<file path="src/rtl/sync_fifo_flags_if.sv">
// sync_fifo_flags_if: FIFO write/read/status bundle; master = producer/consumer side, slave = FIFO side
interface sync_fifo_flags_if #(
  parameter int DATA_WIDTH = 8,
  parameter int ADDR_WIDTH = 4
);
  logic                  wr_en;
  logic [DATA_WIDTH-1:0] wr_data;
  logic                  rd_en;
  logic [DATA_WIDTH-1:0] rd_data;
  logic                  rd_valid;
  logic                  full;
  logic                  empty;
  logic                  almost_full;
  logic                  almost_empty;
  logic [ADDR_WIDTH:0]   fifo_cnt;
  logic                  err_clr;
  logic                  overflow;
  logic                  underflow;
  modport master (
    output wr_en, wr_data, rd_en, err_clr,
    input  rd_data, rd_valid, full, empty, almost_full, almost_empty, fifo_cnt, overflow, underflow
  );
  modport slave (
    input  wr_en, wr_data, rd_en, err_clr,
    output rd_data, rd_valid, full, empty, almost_full, almost_empty, fifo_cnt, overflow, underflow
  );
endinterface

</file>
<file path="src/rtl/sync_fifo_flags.sv">
// sync_fifo_flags: single-clock FIFO with almost flags, read-valid strobe and sticky error flags
// Ports: clk, rst_n (async active-low), bus (sync_fifo_flags_if.slave: wr/rd requests, data, flags, count, errors).
// Define SYNC_FIFO_FWFT_EN for first-word-fall-through reads; default is registered read, latency 1.
module sync_fifo_flags #(
  parameter int DATA_WIDTH = 8,
  parameter int ADDR_WIDTH = 4,
  parameter int AF_LEVEL   = 2**ADDR_WIDTH-2,
  parameter int AE_LEVEL   = 2
) (
  input logic               clk,
  input logic               rst_n,
  sync_fifo_flags_if.slave  bus
);
  localparam int DEPTH = 2**ADDR_WIDTH;
  logic [DATA_WIDTH-1:0] mem [DEPTH];
  logic [ADDR_WIDTH:0]   wr_ptr_q, wr_ptr_d, rd_ptr_q, rd_ptr_d, cnt;
  logic                  overflow_q, overflow_d, underflow_q, underflow_d;
  logic                  wr_acc, rd_acc, full, empty;
  // Pointer difference wraps modulo 2**(ADDR_WIDTH+1), so the extra MSB separates full from empty.
  assign cnt   = wr_ptr_q - rd_ptr_q;
  assign full  = cnt == (ADDR_WIDTH+1)'(DEPTH);
  assign empty = cnt == '0;
  always_comb begin
    wr_acc      = bus.wr_en && !full;
    rd_acc      = bus.rd_en && !empty;
    wr_ptr_d    = wr_ptr_q + (ADDR_WIDTH+1)'(wr_acc);
    rd_ptr_d    = rd_ptr_q + (ADDR_WIDTH+1)'(rd_acc);
    overflow_d  = (bus.wr_en && full) || (overflow_q && !bus.err_clr);
    underflow_d = (bus.rd_en && empty) || (underflow_q && !bus.err_clr);
  end
  always_ff @(posedge clk or negedge rst_n)
    if (!rst_n) begin
      wr_ptr_q    <= '0;
      rd_ptr_q    <= '0;
      overflow_q  <= 1'b0;
      underflow_q <= 1'b0;
    end else begin
      wr_ptr_q    <= wr_ptr_d;
      rd_ptr_q    <= rd_ptr_d;
      overflow_q  <= overflow_d;
      underflow_q <= underflow_d;
    end
  always_ff @(posedge clk)
    if (wr_acc) mem[wr_ptr_q[ADDR_WIDTH-1:0]] <= bus.wr_data;
`ifdef SYNC_FIFO_FWFT_EN
  assign bus.rd_data  = mem[rd_ptr_q[ADDR_WIDTH-1:0]];
  assign bus.rd_valid = !empty;
`else
  logic [DATA_WIDTH-1:0] rd_data_q, rd_data_d;
  logic                  rd_valid_q, rd_valid_d;
  always_comb begin
    rd_data_d  = rd_acc ? mem[rd_ptr_q[ADDR_WIDTH-1:0]] : rd_data_q;
    rd_valid_d = rd_acc;
  end
  always_ff @(posedge clk or negedge rst_n)
    if (!rst_n) begin
      rd_data_q  <= '0;
      rd_valid_q <= 1'b0;
    end else begin
      rd_data_q  <= rd_data_d;
      rd_valid_q <= rd_valid_d;
    end
  assign bus.rd_data  = rd_data_q;
  assign bus.rd_valid = rd_valid_q;
`endif
  assign bus.fifo_cnt     = cnt;
  assign bus.full         = full;
  assign bus.empty        = empty;
  assign bus.almost_full  = cnt >= (ADDR_WIDTH+1)'(AF_LEVEL);
  assign bus.almost_empty = cnt <= (ADDR_WIDTH+1)'(AE_LEVEL);
  assign bus.overflow     = overflow_q;
  assign bus.underflow    = underflow_q;
endmodule
</file>
<file path="src/flat_wrapper.sv">
// flat-port wrapper written by rule: the top's interface ports become plain ports
module sync_fifo_flags_flat 
#(
  parameter int DATA_WIDTH = 8,
  parameter int ADDR_WIDTH = 4,
  parameter int AF_LEVEL   = 2**ADDR_WIDTH-2,
  parameter int AE_LEVEL   = 2
)
  (clk, rst_n, bus_wr_en, bus_wr_data, bus_rd_en, bus_err_clr, bus_rd_data, bus_rd_valid, bus_full, bus_empty, bus_almost_full, bus_almost_empty, bus_fifo_cnt, bus_overflow, bus_underflow);
  sync_fifo_flags_if #(.DATA_WIDTH(DATA_WIDTH), .ADDR_WIDTH(ADDR_WIDTH)) bus_i ();
  input logic clk;
  input logic rst_n;
  input wire logic [$bits(bus_i.wr_en)-1:0] bus_wr_en;
  input wire logic [$bits(bus_i.wr_data)-1:0] bus_wr_data;
  input wire logic [$bits(bus_i.rd_en)-1:0] bus_rd_en;
  input wire logic [$bits(bus_i.err_clr)-1:0] bus_err_clr;
  output wire logic [$bits(bus_i.rd_data)-1:0] bus_rd_data;
  output wire logic [$bits(bus_i.rd_valid)-1:0] bus_rd_valid;
  output wire logic [$bits(bus_i.full)-1:0] bus_full;
  output wire logic [$bits(bus_i.empty)-1:0] bus_empty;
  output wire logic [$bits(bus_i.almost_full)-1:0] bus_almost_full;
  output wire logic [$bits(bus_i.almost_empty)-1:0] bus_almost_empty;
  output wire logic [$bits(bus_i.fifo_cnt)-1:0] bus_fifo_cnt;
  output wire logic [$bits(bus_i.overflow)-1:0] bus_overflow;
  output wire logic [$bits(bus_i.underflow)-1:0] bus_underflow;
  assign bus_i.wr_en = bus_wr_en;
  assign bus_i.wr_data = bus_wr_data;
  assign bus_i.rd_en = bus_rd_en;
  assign bus_i.err_clr = bus_err_clr;
  assign bus_rd_data = bus_i.rd_data;
  assign bus_rd_valid = bus_i.rd_valid;
  assign bus_full = bus_i.full;
  assign bus_empty = bus_i.empty;
  assign bus_almost_full = bus_i.almost_full;
  assign bus_almost_empty = bus_i.almost_empty;
  assign bus_fifo_cnt = bus_i.fifo_cnt;
  assign bus_overflow = bus_i.overflow;
  assign bus_underflow = bus_i.underflow;
  sync_fifo_flags #(.DATA_WIDTH(DATA_WIDTH), .ADDR_WIDTH(ADDR_WIDTH), .AF_LEVEL(AF_LEVEL), .AE_LEVEL(AE_LEVEL)) u_core (.clk(clk), .rst_n(rst_n), .bus(bus_i));
endmodule
</file>
<file path="config.mk">
export PLATFORM = sky130hd
export DESIGN_NAME = sync_fifo_flags_flat
export DESIGN_NICKNAME = d
export VERILOG_FILES = /design/src/rtl/sync_fifo_flags_if.sv /design/src/rtl/sync_fifo_flags.sv /design/src/flat_wrapper.sv
export SDC_FILE = /design/constraint.sdc
export NUM_CORES = 1
export LEC_CHECK = 0
export ABC_AREA = 1
export CORE_UTILIZATION = 67
export CTS_BUF_LIST = sky130_fd_sc_hd__clkbuf_4
export CTS_CLUSTER_DIAMETER = 150
export CTS_CLUSTER_SIZE = 30
export DETAILED_ROUTE_END_ITERATION = 10
export PLACE_DENSITY_LB_ADDON = 0.1
export SLEW_MARGIN = 20
export SYNTH_ARGS = -nofsm -noshare
export SYNTH_HDL_FRONTEND = slang
export SYNTH_SLANG_ARGS = --single-unit
</file>
<file path="constraint.sdc">
create_clock -name clk -period 4.83 [get_ports clk]
set_input_delay 0.483 -clock clk [delete_from_list [all_inputs] [get_ports clk]]
set_output_delay 0.483 -clock clk [all_outputs]
set_load 0.05 [all_outputs]
</file>
# Yosys cells after proc, flatten, opt, wreduce, memory -nomap -nowiden
# Memories as Yosys holds them, arrays and structs flattened. A register that Yosys moved wholly into a read port is not among the register bits.
# Index checks and enable logic that the tools add are counted.
# Widths: inputs -> output; s select.
[totals]
regBits = 13
latchBits = 0
ramBits = 128
mem_bits_ro = 0
in_bits = 13
output_inout_bits = 20
elab_cells = 27
memories = 1
[op_classes]
addsub = 3
mul = 0
n_div = 0
magnitude_cmp = 2
n_eq_ne = 1
shift = 0
n_mux = 2
bitwise = 0
reduce_logical = 13
[mem_list]
columns = ["memory", "depth", "word_bits", "rd", "rd_ports_with_merged_regs", "wr", "line_no", "text"]
rows = [
  ["u_core.mem", 16, 8, 1, 1, 1, "sync_fifo_flags.sv:15", "logic [DATA_WIDTH-1:0] mem [DEPTH];"],
]
[ops]
columns = ["operator", "count"]
rows = [
  ["$add 5x1->5", 2],
  ["$logic_and 1x1->1", 6],
  ["$eq 5x5->1 const B", 1],
  ["$ge 5x4->1 const B", 1],
  ["$le 5x2->1 const B", 1],
  ["$logic_not 5->1", 1],
  ["$sub 5x5->5", 1],
  ["$logic_not 1->1", 4],
  ["$logic_or 1x1->1", 2],
  ["$mux 1", 2],
]

# Logic depth before layout (Yosys ltp)
# Gate-level depths: netlist of run 1.
[logic_depth]
ltp_word = 6
ltp_mapped = 16
mapped_depth_nobuf = 15

# Worst setup path before layout of run 1
# OpenSTA, ideal clock, no wires.
[synth_path]
path_type = "reg2out"
from = "reg u_core.rd_ptr_q[1]"
to = "out bus_almost_full"
arrival_ns = 2.907
t_required_ns = 4.347
slack_ns = 1.440
path_stages_with_launch = 9
path_buffers = 2
cell_sequence = "dfrtp_1 -> buf_2 -> inv_1 -> buf_4 -> fa_1 -> xnor2_1 -> inv_1 -> nand2_1 -> o21ai_0"
[synth_between]
elab_chain_cells = 2
[synth_rtl]
columns = ["item", "line_no", "text"]
rows = [
  ["start, declared", "sync_fifo_flags.sv:16", "logic [ADDR_WIDTH:0] wr_ptr_q, wr_ptr_d, rd_ptr_q, rd_ptr_d, cnt;"],
  ["start signal, assigned", "sync_fifo_flags.sv:39", "rd_ptr_q <= rd_ptr_d;"],
  ["$sub 5x5->5", "sync_fifo_flags.sv:20", "assign cnt = wr_ptr_q - rd_ptr_q;"],
  ["named net bus_fifo_cnt[2]", "flat_wrapper.sv:23", "output wire logic [$bits(bus_i.fifo_cnt)-1:0] bus_fifo_cnt;"],
  ["$ge 5x4->1", "sync_fifo_flags.sv:69", "assign bus.almost_full = cnt >= (ADDR_WIDTH+1)'(AF_LEVEL);"],
  ["end, declared", "flat_wrapper.sv:21", "output wire logic [$bits(bus_i.almost_full)-1:0] bus_almost_full;"],
]
# The timed path passes the listed nets, and every way through them passes these cells.

# Worst setup path after layout of run 1
[layout_path]
from = "reg u_core.rd_ptr_q[1]"
to = "out bus_full"
[layout_between]
elab_chain_cells = 2
[layout_rtl]
columns = ["item", "line_no", "text"]
rows = [
  ["$sub 5x5->5", "sync_fifo_flags.sv:20", ""],
  ["$eq 5x5->1", "sync_fifo_flags.sv:21", "assign full = cnt == (ADDR_WIDTH+1)'(DEPTH);"],
  ["end, declared", "flat_wrapper.sv:19", "output wire logic [$bits(bus_i.full)-1:0] bus_full;"],
]
# Every way passes these cells.

==> results of run 1 <==
-- how the worst min path moves through the flow --
stage                                           start  slack, ps                                 to
floorplan                                       rst_n        190      u_core.bus.overflow$_DFF_PN0_
global placement    u_core.bus.rd_data[7]$_DFFE_PN0P_        460  u_core.bus.rd_data[7]$_DFFE_PN0P_
detailed placement  u_core.bus.rd_data[5]$_DFFE_PN0P_        460  u_core.bus.rd_data[5]$_DFFE_PN0P_
CTS                                             rst_n        470  u_core.bus.rd_data[4]$_DFFE_PN0P_
global route                                    rst_n        430  u_core.bus.rd_data[4]$_DFFE_PN0P_
finish                                          rst_n        400  u_core.bus.rd_data[1]$_DFFE_PN0P_
-- cell families (layout without fill, tap and decap cells) --
group	count (synthesis)	in the layout	share of synthesized area [%]
AO/OA/AOI/OAI	6	6	0.4665
XOR/XNOR	7	7	0.9144
adder cells (fa/ha/maj)	9	9	1.791
buffers and inverters	149	207	9.106
flip-flops	149	149	65.16
AND/OR/NAND/NOR	354	354	22.56
-- worst max-delay path, stage by stage (launching register included) --
cell and delay [ps]:
dfrtp_1 360, buf_4 380, inv_1 170, fa_1 500, xnor2_1 350, nand3_2 170
nor2_4 360, clkdlybuf4s50_1 880
-- sequential cells by signal, indices dropped and copies added, names as in the netlist --
register / cells
u_core.bus.overflow: 1
u_core.rd_ptr_q: 5
u_core.bus.rd_valid: 1
u_core.wr_ptr_q: 5
u_core.bus.rd_data: 8
u_core.bus.underflow: 1
u_core.mem: 128
-- stage by stage --
| stage | utilization, % | total power, mW | worst slack [ps] |
|---|---|---|---|
| floorplan | - | 3.464 | 1440 |
| CTS | 77.12 | 5.000 | 619.5 |
| global placement | 73.92 | 4.099 | 1408 |
| finish | 77.19 | 5.015 | 607.5 |
| global route | 77.19 | 5.300 | 403.7 |
| detailed placement | 73.92 | 4.178 | 1256 |
-- synth_stat cells --
master / number
dfrtp_1: 21
clkbuf_1: 5
nand4_1: 1
nand2_2: 3
buf_1: 1
inv_2: 2
buf_2: 14
fa_1: 1
xor2_1: 6
nor2_4: 1
clkinv_1: 2
buf_6: 1
o21ai_0: 2
nor2_1: 8
nand3_1: 112
nor3_1: 16
o22ai_1: 1
a21oi_1: 3
ha_1: 8
nand2_1: 212
inv_1: 117
nand3_2: 1
buf_4: 7
xnor2_1: 1
edfxtp_1: 128
-- power groups by stage --
stage	Sequential [mW]	Combinational, mW	Clock (mW)
6_report	1.71	2.48	0.829
5_1_grt	1.73	2.69	0.879
4_1_cts	1.71	2.46	0.830
3_5_place_dp	1.73	2.45	0
3_3_place_gp	1.72	2.38	0
2_1_floorplan	1.85	1.61	0
-- cell usage in the layout (no fill, tap or decap), drive strengths merged --
master | netlist | routed
o21ai | 2 | 2
nand4 | 1 | 1
xnor2 | 1 | 1
fa | 1 | 1
nand3 | 113 | 113
clkbuf | 5 | 18
nand2 | 215 | 215
nor2 | 9 | 9
xor2 | 6 | 6
bufinv | 0 | 3
buf | 23 | 23
nor3 | 16 | 16
edfxtp | 128 | 128
clkinv | 2 | 7
o22ai | 1 | 1
inv | 119 | 121
clkinvlp | 0 | 4
a21oi | 3 | 3
ha | 8 | 8
clkdlybuf4s50 | 0 | 30
dlygate4sd3 | 0 | 1
dfrtp | 21 | 21
-- layer usage --
metal / track usage, % / vias up / wire length, µm
met5: 0.4808 / - / 0
met4: 13.19 / 0 / 348
met3: 7.592 / 35 / 1429
met2: 50.08 / 226 / 7365
met1: 41.91 / 2192 / 5723
li1: - / 2269 / -
-- timing repair --
action                                  4_1_cts  5_1_grt
hold buffers                                  0        1
endpoints found under the setup margin        0        0
gates resized for setup                       0        0
endpoints found under the hold margin         0       21
-- layout make-up --
type                            count  share of cell area [%]
Sequential cell                   149                   58.20
Multi-Input combinational cell    376                   22.98
Timing Repair Buffer               54                   6.398
Inverter                          121                   6.065
Clock inverter                     14                   2.349
Tap cell                          133                   2.216
Clock buffer                       18                   1.799
==> metrics.txt, run 1 <==
outcome finished clean; worst max-slew margin expressed relative to the limit 34.58%; total net switching power 2.305 mW; global-route usage over all layers 31.46%; area of the core 0.009729 mm²; Slew Limit Fails 0; number of port buffers 32; pin count of the biggest net entering global routing 67; number of CTS-inserted buffers 17; pin slew with the least headroom to its limit 981.3 ps; Mean Syn Cell Area 9.948 µm²; slack of the worst reg-to-reg path 1410 ps; placer's final routability congestion estimate 1.007; share of layout cells above drive strength 1 8.607%; first-pass GRT wire length 23300 µm; largest vdd supply drop 0.0005644 V; area of combinational cells with multiple inputs 0.001725 mm²; CP required 4350 ps; Syn-to-layout area delta 12.00%; die extent in y 102.0 µm; antenna diode count 0; path depth of the worst reg2reg path 11; worst hold path type input pin to async pin; signal arrival time at the worst endpoint 3740 ps; total negative slack 0 ps; nets in the synthesized netlist 696; final design instance area without fill 0.007510 mm²; Yosys Warn Count 0; crit path kind flop to output port; first drt pass iteration count 6; net count of the finished layout 741; power density relative to cell area 667.8 mW/mm²; capturing instance or port of the critical path bus_full; GRT Residual Overflow 0; vias in the first global route 4431; clock skew 16.89 ps; cell area after placement 0.007192 mm²; top cell type by total area after synthesis edfxtp_1; minimum period implied by the final worst setup slack 4223 ps; count of endpoints failing hold in the final timing report 0; DR vias 4722; final-layout fill cell count 638; number of max-cap violations 0; HPWL Detailed 9268 µm; Flop pwr share 34.1%; source-to-sink clock delay at the later pin of the worst-skew pair 560 ps; number of violations reported at the end of detailed-routing iteration 0 453; achievable clock frequency 0.2368 GHz; clock slew at reported path FFs 130 ps; Seq. cell area 0.004370 mm²; Hold Worst Slack 395.8 ps; type of origin of the critical path flop; library cells used by synthesis 25; die width 102.0 µm; Synth Cell Area 0.006705 mm²; fraction of synthesized cell area taken by the top area cell type 57.32%; unrepaired setup endpoints after global routing no; number of failing setup endpoints in the final timing report 0; share of the clock period used by the worst path 87.42%; internal power 2.710 mW; CTS root buffer clkbuf_4; per-cell routed wire length 17.19 µm; maximum buffer depth of the clock tree 2; FF+latch count, synth 149; leakage power 3.311 nW; vias per std cell 5.459; DRC violations left 0; launch point of the worst path u_core.rd_ptr_q[1]$_DFF_PN0_; I/O Pins 33; count of mapped cells out of synthesis 674; switching share of total power 45.96%; number of clock sinks seen by CTS 149; Worst setup EP type output port; number of buffers inserted by post-CTS setup repair 0; area of the die 0.01041 mm²; clock tree from TritonCTS yes; post-layout instance count excluding filler cells 865; capturing point of the worst reg2reg path u_core.rd_ptr_q[4]$_DFF_PN0_; Cells after DPL 832; worst-path maximum fanout 35; initial antenna violation count 0; proportion of power drawn by combinational gates 49.4%; ANT nets after route 0; Cell Rows 36; main area contributors after synthesis edfxtp_1 (57%), nand2_1 (12%), nand3_1 (8.4%), dfrtp_1 (7.8%), inv_1 (6.5%); sequential fraction of the synthesis area 65.16%; total length of routed wires 14870 µm; Initial Utilization 68.92%; count of H-tree levels built during CTS 4; clock network power share 16.5%; startpoint of the lowest-slack register-to-register path u_core.rd_ptr_q[1]$_DFF_PN0_
Power figures use the tool's default switching activity.
==> inputs of run 2 (changes only) <==
--- a/config.mk
+++ b/config.mk
@@ -6,7 +6,7 @@
 export NUM_CORES = 1
 export LEC_CHECK = 0
 export ABC_AREA = 1
-export CORE_UTILIZATION = 67
+export CORE_UTILIZATION = 35
 export CTS_BUF_LIST = sky130_fd_sc_hd__clkbuf_4
 export CTS_CLUSTER_DIAMETER = 150
 export CTS_CLUSTER_SIZE = 30
==> run 2 against run 1 <==
Global-route usage down 13 points. Clock skew shrank 2.1 ps. Maximum frequency decreased by 5.0%. Core utilization shrank 36 points. Largest cell class unchanged.
==> metrics.txt, run 2 (synthesized netlist as in run 1, its figures left out) <==
outcome finished clean; DRC violations left 0 (unchanged); number of clock sinks seen by CTS 149 (unchanged); number of failing setup endpoints in the final timing report 0 (unchanged); number of violations reported at the end of detailed-routing iteration 0 270 (-40%); CTS root buffer clkbuf_4; worst-path maximum fanout 20 (-43%); first drt pass iteration count 5 (-1); Worst setup EP type output port; clock skew 14.79 ps (-2.097 ps); final-layout fill cell count 1850 (+190%); top library cells by usage in the layout, fill and taps aside nand2_1 (212), edfxtp_1 (128), inv_1 (117); total length of routed wires 16740 µm (+13%); GRT Residual Overflow 0 (unchanged); first-pass GRT wire length 26480 µm (+14%); per-cell routed wire length 17.42 µm (+1.4%); area of combinational cells with multiple inputs 0.001735 mm² (+0.58%); I/O Pins 33 (unchanged); unrepaired setup endpoints after global routing no; die width 140.4 µm (+38%); area of the core 0.01877 mm² (+93%); number of port buffers 32 (unchanged); clock slew at reported path FFs 130 ps (about the same); Seq. cell area 0.004370 mm² (unchanged); maximum buffer depth of the clock tree 2 (unchanged); leakage power 3.325 nW (+0.43%); slack of the worst reg-to-reg path 860 ps (-550 ps); pin slew with the least headroom to its limit 1101 ps (+119.6 ps); ANT nets after route 0 (unchanged); pin count of the biggest net entering global routing 67 (unchanged); count of H-tree levels built during CTS 4 (unchanged); net count of the finished layout 735 (-0.81%); source-to-sink clock delay at the later pin of the worst-skew pair 540 ps (-20 ps); largest vdd supply drop 0.0004112 V (-27%); crit path kind flop to output port; Initial Utilization 35.73% (-33 points); power density relative to cell area 674.6 mW/mm² (+1.0%); HPWL Detailed 10740 µm (+16%); number of CTS-inserted buffers 17 (unchanged); clock tree from TritonCTS yes; share of layout cells above drive strength 1 8.402% (-0.20 points); placer's final routability congestion estimate 0.8091 (-20%); initial antenna violation count 1 (+1); CP required 4350 ps (about the same); commonest non-fill, non-tap cell in the layout nand2_1; area of the die 0.01972 mm² (+89%); vias in the first global route 4499 (+1.5%); Cell Rows 50 (+39%); global-route usage over all layers 18.35% (-13 points); minimum period implied by the final worst setup slack 4443 ps (+220.4 ps); worst max-slew margin expressed relative to the limit 26.04% (-8.5 points); final design instance area without fill 0.007662 mm² (+2.0%); signal arrival time at the worst endpoint 3960 ps (+220 ps); achievable clock frequency 0.2251 GHz (-5.0%); Syn-to-layout area delta 14.28%; Largest register FFs 128 (unchanged); count of endpoints failing hold in the final timing report 0 (unchanged); cell area after placement 0.007273 mm² (+1.1%); DR vias 4529 (-4.1%); die extent in y 140.4 µm (+38%); worst hold path type input pin to async pin; number of max-cap violations 0 (unchanged); Slew Limit Fails 0 (unchanged); vias per std cell 4.713 (-14%); total negative slack 0 ps (unchanged); share of the clock period used by the worst path 91.99% (+4.6 points); type of origin of the critical path flop
## run 2: cell types whose count changed in the layout (fill, tap and decap cells not counted), moves of 2 or more
| cell | change |
|---|---|
| buf_4 | -5 |
| bufinv_16 | +3 |
| clkinvlp_4 | -3 |
| inv_4 | +2 |
| inv_6 | -2 |
| nor3_1 | -2 |
| nor3_2 | +2 |
## run 2: area by class of cell
class                   count  area share [%]
multi-input cells         376           22.65
clock inverters            14           3.037
flip-flops and latches    149           57.04
clock buffers              18           1.764
diodes                      1         0.03266
repair buffers             48           5.650
inverters                 121           6.009
well taps                 234           3.821
## run 2: routing by layer
layer	share of wire, %	vias up	routed length, µm	track usage [%]
met5	0	-	0	0
met1	49	2157	8248	25.99
met4	1.2	0	195	5.032
li1	-	2248	-	-
met2	46	107	7636	28.61
met3	3.9	17	659	3.726
## run 2: worst paths after layout
check / to / startpoint / depth (start not counted)
worst min register to register: u_core.bus.rd_data[7]$_DFFE_PN0P_ / u_core.bus.rd_data[7]$_DFFE_PN0P_ / 2
worst max register to register: u_core.rd_ptr_q[4]$_DFF_PN0_ / u_core.rd_ptr_q[2]$_DFF_PN0_ / 12
max in group asynchronous: u_core.rd_ptr_q[0]$_DFF_PN0_ / rst_n / 2
worst max-delay path: bus_almost_empty / u_core.rd_ptr_q[2]$_DFF_PN0_ / 8
min in group clk: u_core.bus.rd_data[7]$_DFFE_PN0P_ / u_core.bus.rd_data[7]$_DFFE_PN0P_ / 2
worst min-delay path: u_core.bus.rd_data[1]$_DFFE_PN0P_ / rst_n / 2
## run 2: through the flow
step                utilization, %  std cells  total power, mW  hold slack (ps)  setup WS (ps)
floorplan                        -        674            3.464            187.4           1440
global placement             38.74        927            4.231            473.4          864.1
detailed placement           38.75        927            4.245            466.0          695.1
CTS                          40.71        959            5.222            454.1          149.7
global route                 40.83        961            5.506            429.1          55.18
finish                       40.83        961            5.169            419.0          387.1
## run 2: critical path, cell delays in order (launching register included)
cell and delay, ps:
dfrtp_1 870, clkinvlp_4 590, ha_1 500, a21oi_1 180, nand3_1 100, nand2_2 130
nand3_1 90, a21oi_1 130, clkdlybuf4s50_1 810
## run 2: what timing repair did
action | CTS | global route
hold endpoints to repair | 0 | 21
gates resized for setup | 0 | 1
buffers inserted | 0 | 0
endpoints found under the setup margin | 0 | 2
hold buffers | 0 | 1
## run 2: where the power goes
group,internal [mW],switching [mW],leakage [nW]
logic,0.713,1.73,1.72
clock network,0.519,0.456,0.200
registers,1.61,0.144,1.41
==> inputs of run 3 (changes only) <==
--- a/config.mk
+++ b/config.mk
@@ -12,6 +12,7 @@
 export CTS_CLUSTER_SIZE = 30
 export DETAILED_ROUTE_END_ITERATION = 10
 export PLACE_DENSITY_LB_ADDON = 0.1
+export REMOVE_ABC_BUFFERS = 1
 export SLEW_MARGIN = 20
 export SYNTH_ARGS = -nofsm -noshare
 export SYNTH_HDL_FRONTEND = slang
==> run 3 against run 2 <==
Design area decreased by 0.52%. Combinational power about the same. Clock power decreased by 12%. Final cell count unchanged. Critical path depth unchanged. Setup slack improved by 560 ps. Via count about the same. Register-to-register slack improved by 530 ps. Sequential power about the same. Clock-buffer cell count increased by 3. Core utilization decreased by 0.21 points. Largest power group unchanged.
==> metrics.txt, run 3 (synthesized netlist as in run 1, its figures left out) <==
outcome finished clean; Slew Limit Fails 0 (unchanged); clock tree from TritonCTS yes; Hold Worst Slack 435.9 ps (+16.94 ps); power density relative to cell area 662.4 mW/mm² (-1.8%); count of H-tree levels built during CTS 4 (unchanged); number of violations reported at the end of detailed-routing iteration 0 295 (+9.3%); largest vdd supply drop 0.0003922 V (-4.6%); commonest non-fill, non-tap cell in the layout nand2_1; Flop pwr share 34.0% (about the same); worst hold path type input pin to async pin; DR vias 4526 (-0.066%); HPWL Detailed 10410 µm (-3.0%); crit path kind flop to output port; total negative slack 0 ps (unchanged); pin slew with the least headroom to its limit 867.0 ps (-233.9 ps); signal arrival time at the worst endpoint 3400 ps (-560 ps); setup slack after placement 1362 ps (+666.4 ps); number of max-cap violations 0 (unchanged); Cell Rows 50 (unchanged); overall power of the completed layout 5.049 mW (-2.3%); Cells after DPL 930 (+0.32%); clock network power share 17.1% (-1.8 points); Syn-to-layout area delta 13.68%; count of endpoints failing hold in the final timing report 0 (unchanged); die extent in y 140.4 µm (unchanged); first drt pass iteration count 4 (-1); area of the die 0.01972 mm² (unchanged); clock slew at reported path FFs 120 ps (about the same); Critical Path Max Stage Delay 810 ps (-60 ps); post-layout instance count excluding filler cells 961 (unchanged); per-cell routed wire length 17.22 µm (-1.2%); net count of the finished layout 738 (+0.41%); total net switching power 2.295 mW (-1.5%); GRT Residual Overflow 0 (unchanged); CTS root buffer clkbuf_4; ANT nets after route 0 (unchanged); Initial Utilization 35.73% (unchanged); pin count of the biggest net entering global routing 66 (-1.5%); top library cells by usage in the layout, fill and taps aside nand2_1 (212), edfxtp_1 (128), inv_1 (117); Worst setup EP type output port; die width 140.4 µm (unchanged); antenna diode count 0 (-1); maximum buffer depth of the clock tree 2 (unchanged); number of clock sinks seen by CTS 149 (unchanged); initial antenna violation count 0 (-1); Largest register FFs 128 (unchanged); worst-path maximum fanout 17 (-15%); first-pass GRT wire length 26360 µm (-0.42%); leakage power 3.309 nW (-0.47%); vias in the first global route 4475 (-0.53%); number of CTS-inserted buffers 17 (unchanged); slowest library cell on the worst path clkdlybuf4s50_1; number of port buffers 32 (unchanged); final-layout fill cell count 1843 (-0.38%); minimum period implied by the final worst setup slack 3882 ps (-561.1 ps); Cell Chain, Critical Path clkinv_1 -> ha_1 -> a21oi_1 -> nand3_1 -> nand2_2 -> nand3_1 -> a21oi_1 -> clkdlybuf4s50_1; I/O Pins 33 (unchanged); clock skew 18.61 ps (+3.824 ps); Seq. cell area 0.004370 mm² (unchanged); total length of routed wires 16550 µm (-1.2%); proportion of power drawn by combinational gates 48.9% (+1.6 points); area of the core 0.01877 mm² (unchanged); vias per std cell 4.710 (about the same); unrepaired setup endpoints after global routing no; Gates resized, CTS repair 0 (unchanged); DRC violations left 0 (unchanged); CP required 4350 ps (about the same); area of combinational cells with multiple inputs 0.001735 mm² (unchanged); type of origin of the critical path flop; number of failing setup endpoints in the final timing report 0 (unchanged); source-to-sink clock delay at the later pin of the worst-skew pair 540 ps (about the same); worst max-slew margin expressed relative to the limit 42.02% (+16 points); share of the clock period used by the worst path 80.37% (-12 points); global-route usage over all layers 18.27% (-0.088 points); placer's final routability congestion estimate 0.7894 (-2.4%); internal power 2.754 mW (-3.0%); achievable clock frequency 0.2576 GHz (+14%); share of layout cells above drive strength 1 8.253% (-0.15 points); Final Worst Setup Slack 948.2 ps (+561.1 ps); switching share of total power 45.46% (+0.37 points)
-- run 3: cell types whose count changed in the layout (fill, tap and decap cells not counted), moves of 2 or more --
| cell | before | now |
|---|---|---|
| buf_4 | 17 | 20 |
| bufinv_16 | 6 | 4 |
| clkbuf_4 | 18 | 21 |
| clkinv_1 | 1 | 3 |
| clkinv_2 | 4 | 1 |
| clkinv_4 | 3 | 1 |
-- run 3: metal layers --
metal  track usage [%]  wire length [µm]  vias up
met5                 0                 0        -
met4             5.379               223        0
met3             3.179               465       18
met2             29.45              7937       76
met1             25.23              7920     2176
li1                  -                 -     2256
-- run 3: stage by stage --
stage / util (%) / area (µm²)
final: 40.61 / 7622
after global routing: 40.61 / 7622
after CTS: 40.53 / 7607
after floorplan: - / 6549
after detailed placement: 38.87 / 7296
after global placement: 38.86 / 7293
-- run 3: what timing repair did --
item / in CTS / in global routing
endpoints found under the setup margin: 0 / 0
hold buffers: 0 / 1
endpoints found under the hold margin: 0 / 21
buffers inserted: 0 / 0
-- run 3: power by group through the flow --
stage	registers [mW]	logic, mW	clock network (mW)
detailed placement	1.75	2.50	0
global placement	1.74	2.49	0
CTS	1.72	2.50	0.889
floorplan	1.96	1.41	0
finish	1.72	2.47	0.862
global route	1.74	2.73	0.932
-- run 3: final timing paths --
kind / from / slack (ps) / to / cells after the start
worst max-delay path: u_core.rd_ptr_q[2]$_DFF_PN0_ / 950 / bus_almost_empty / 8
min in group clk: u_core.bus.rd_data[6]$_DFFE_PN0P_ / 500 / u_core.bus.rd_data[6]$_DFFE_PN0P_ / 2
worst max register to register: u_core.rd_ptr_q[2]$_DFF_PN0_ / 1390 / u_core.rd_ptr_q[4]$_DFF_PN0_ / 12
max in group asynchronous: rst_n / 4030 / u_core.rd_ptr_q[0]$_DFF_PN0_ / 2
worst min-delay path: rst_n / 440 / u_core.wr_ptr_q[3]$_DFF_PN0_ / 2
worst min register to register: u_core.bus.rd_data[6]$_DFFE_PN0P_ / 500 / u_core.bus.rd_data[6]$_DFFE_PN0P_ / 2
-- run 3: area by class of cell --
type,instances,share of cell area (%)
multi-input cells,376,22.77
inverters,121,5.991
clock inverters,9,2.019
well taps,234,3.841
repair buffers,51,5.975
clock buffers,21,2.068
flip-flops and latches,149,57.34
-- run 3: worst max-delay path, delay by kind of cell, from the launching register on --
| kind | cells | cell delay [ps] |
|---|---|---|
| AND/OR/NAND/NOR | 3 | 330 |
| AO/OA/AOI/OAI | 2 | 320 |
| adder cells (fa/ha/maj) | 1 | 560 |
| buffers and inverters | 2 | 1290 |
| flip-flops | 1 | 370 |
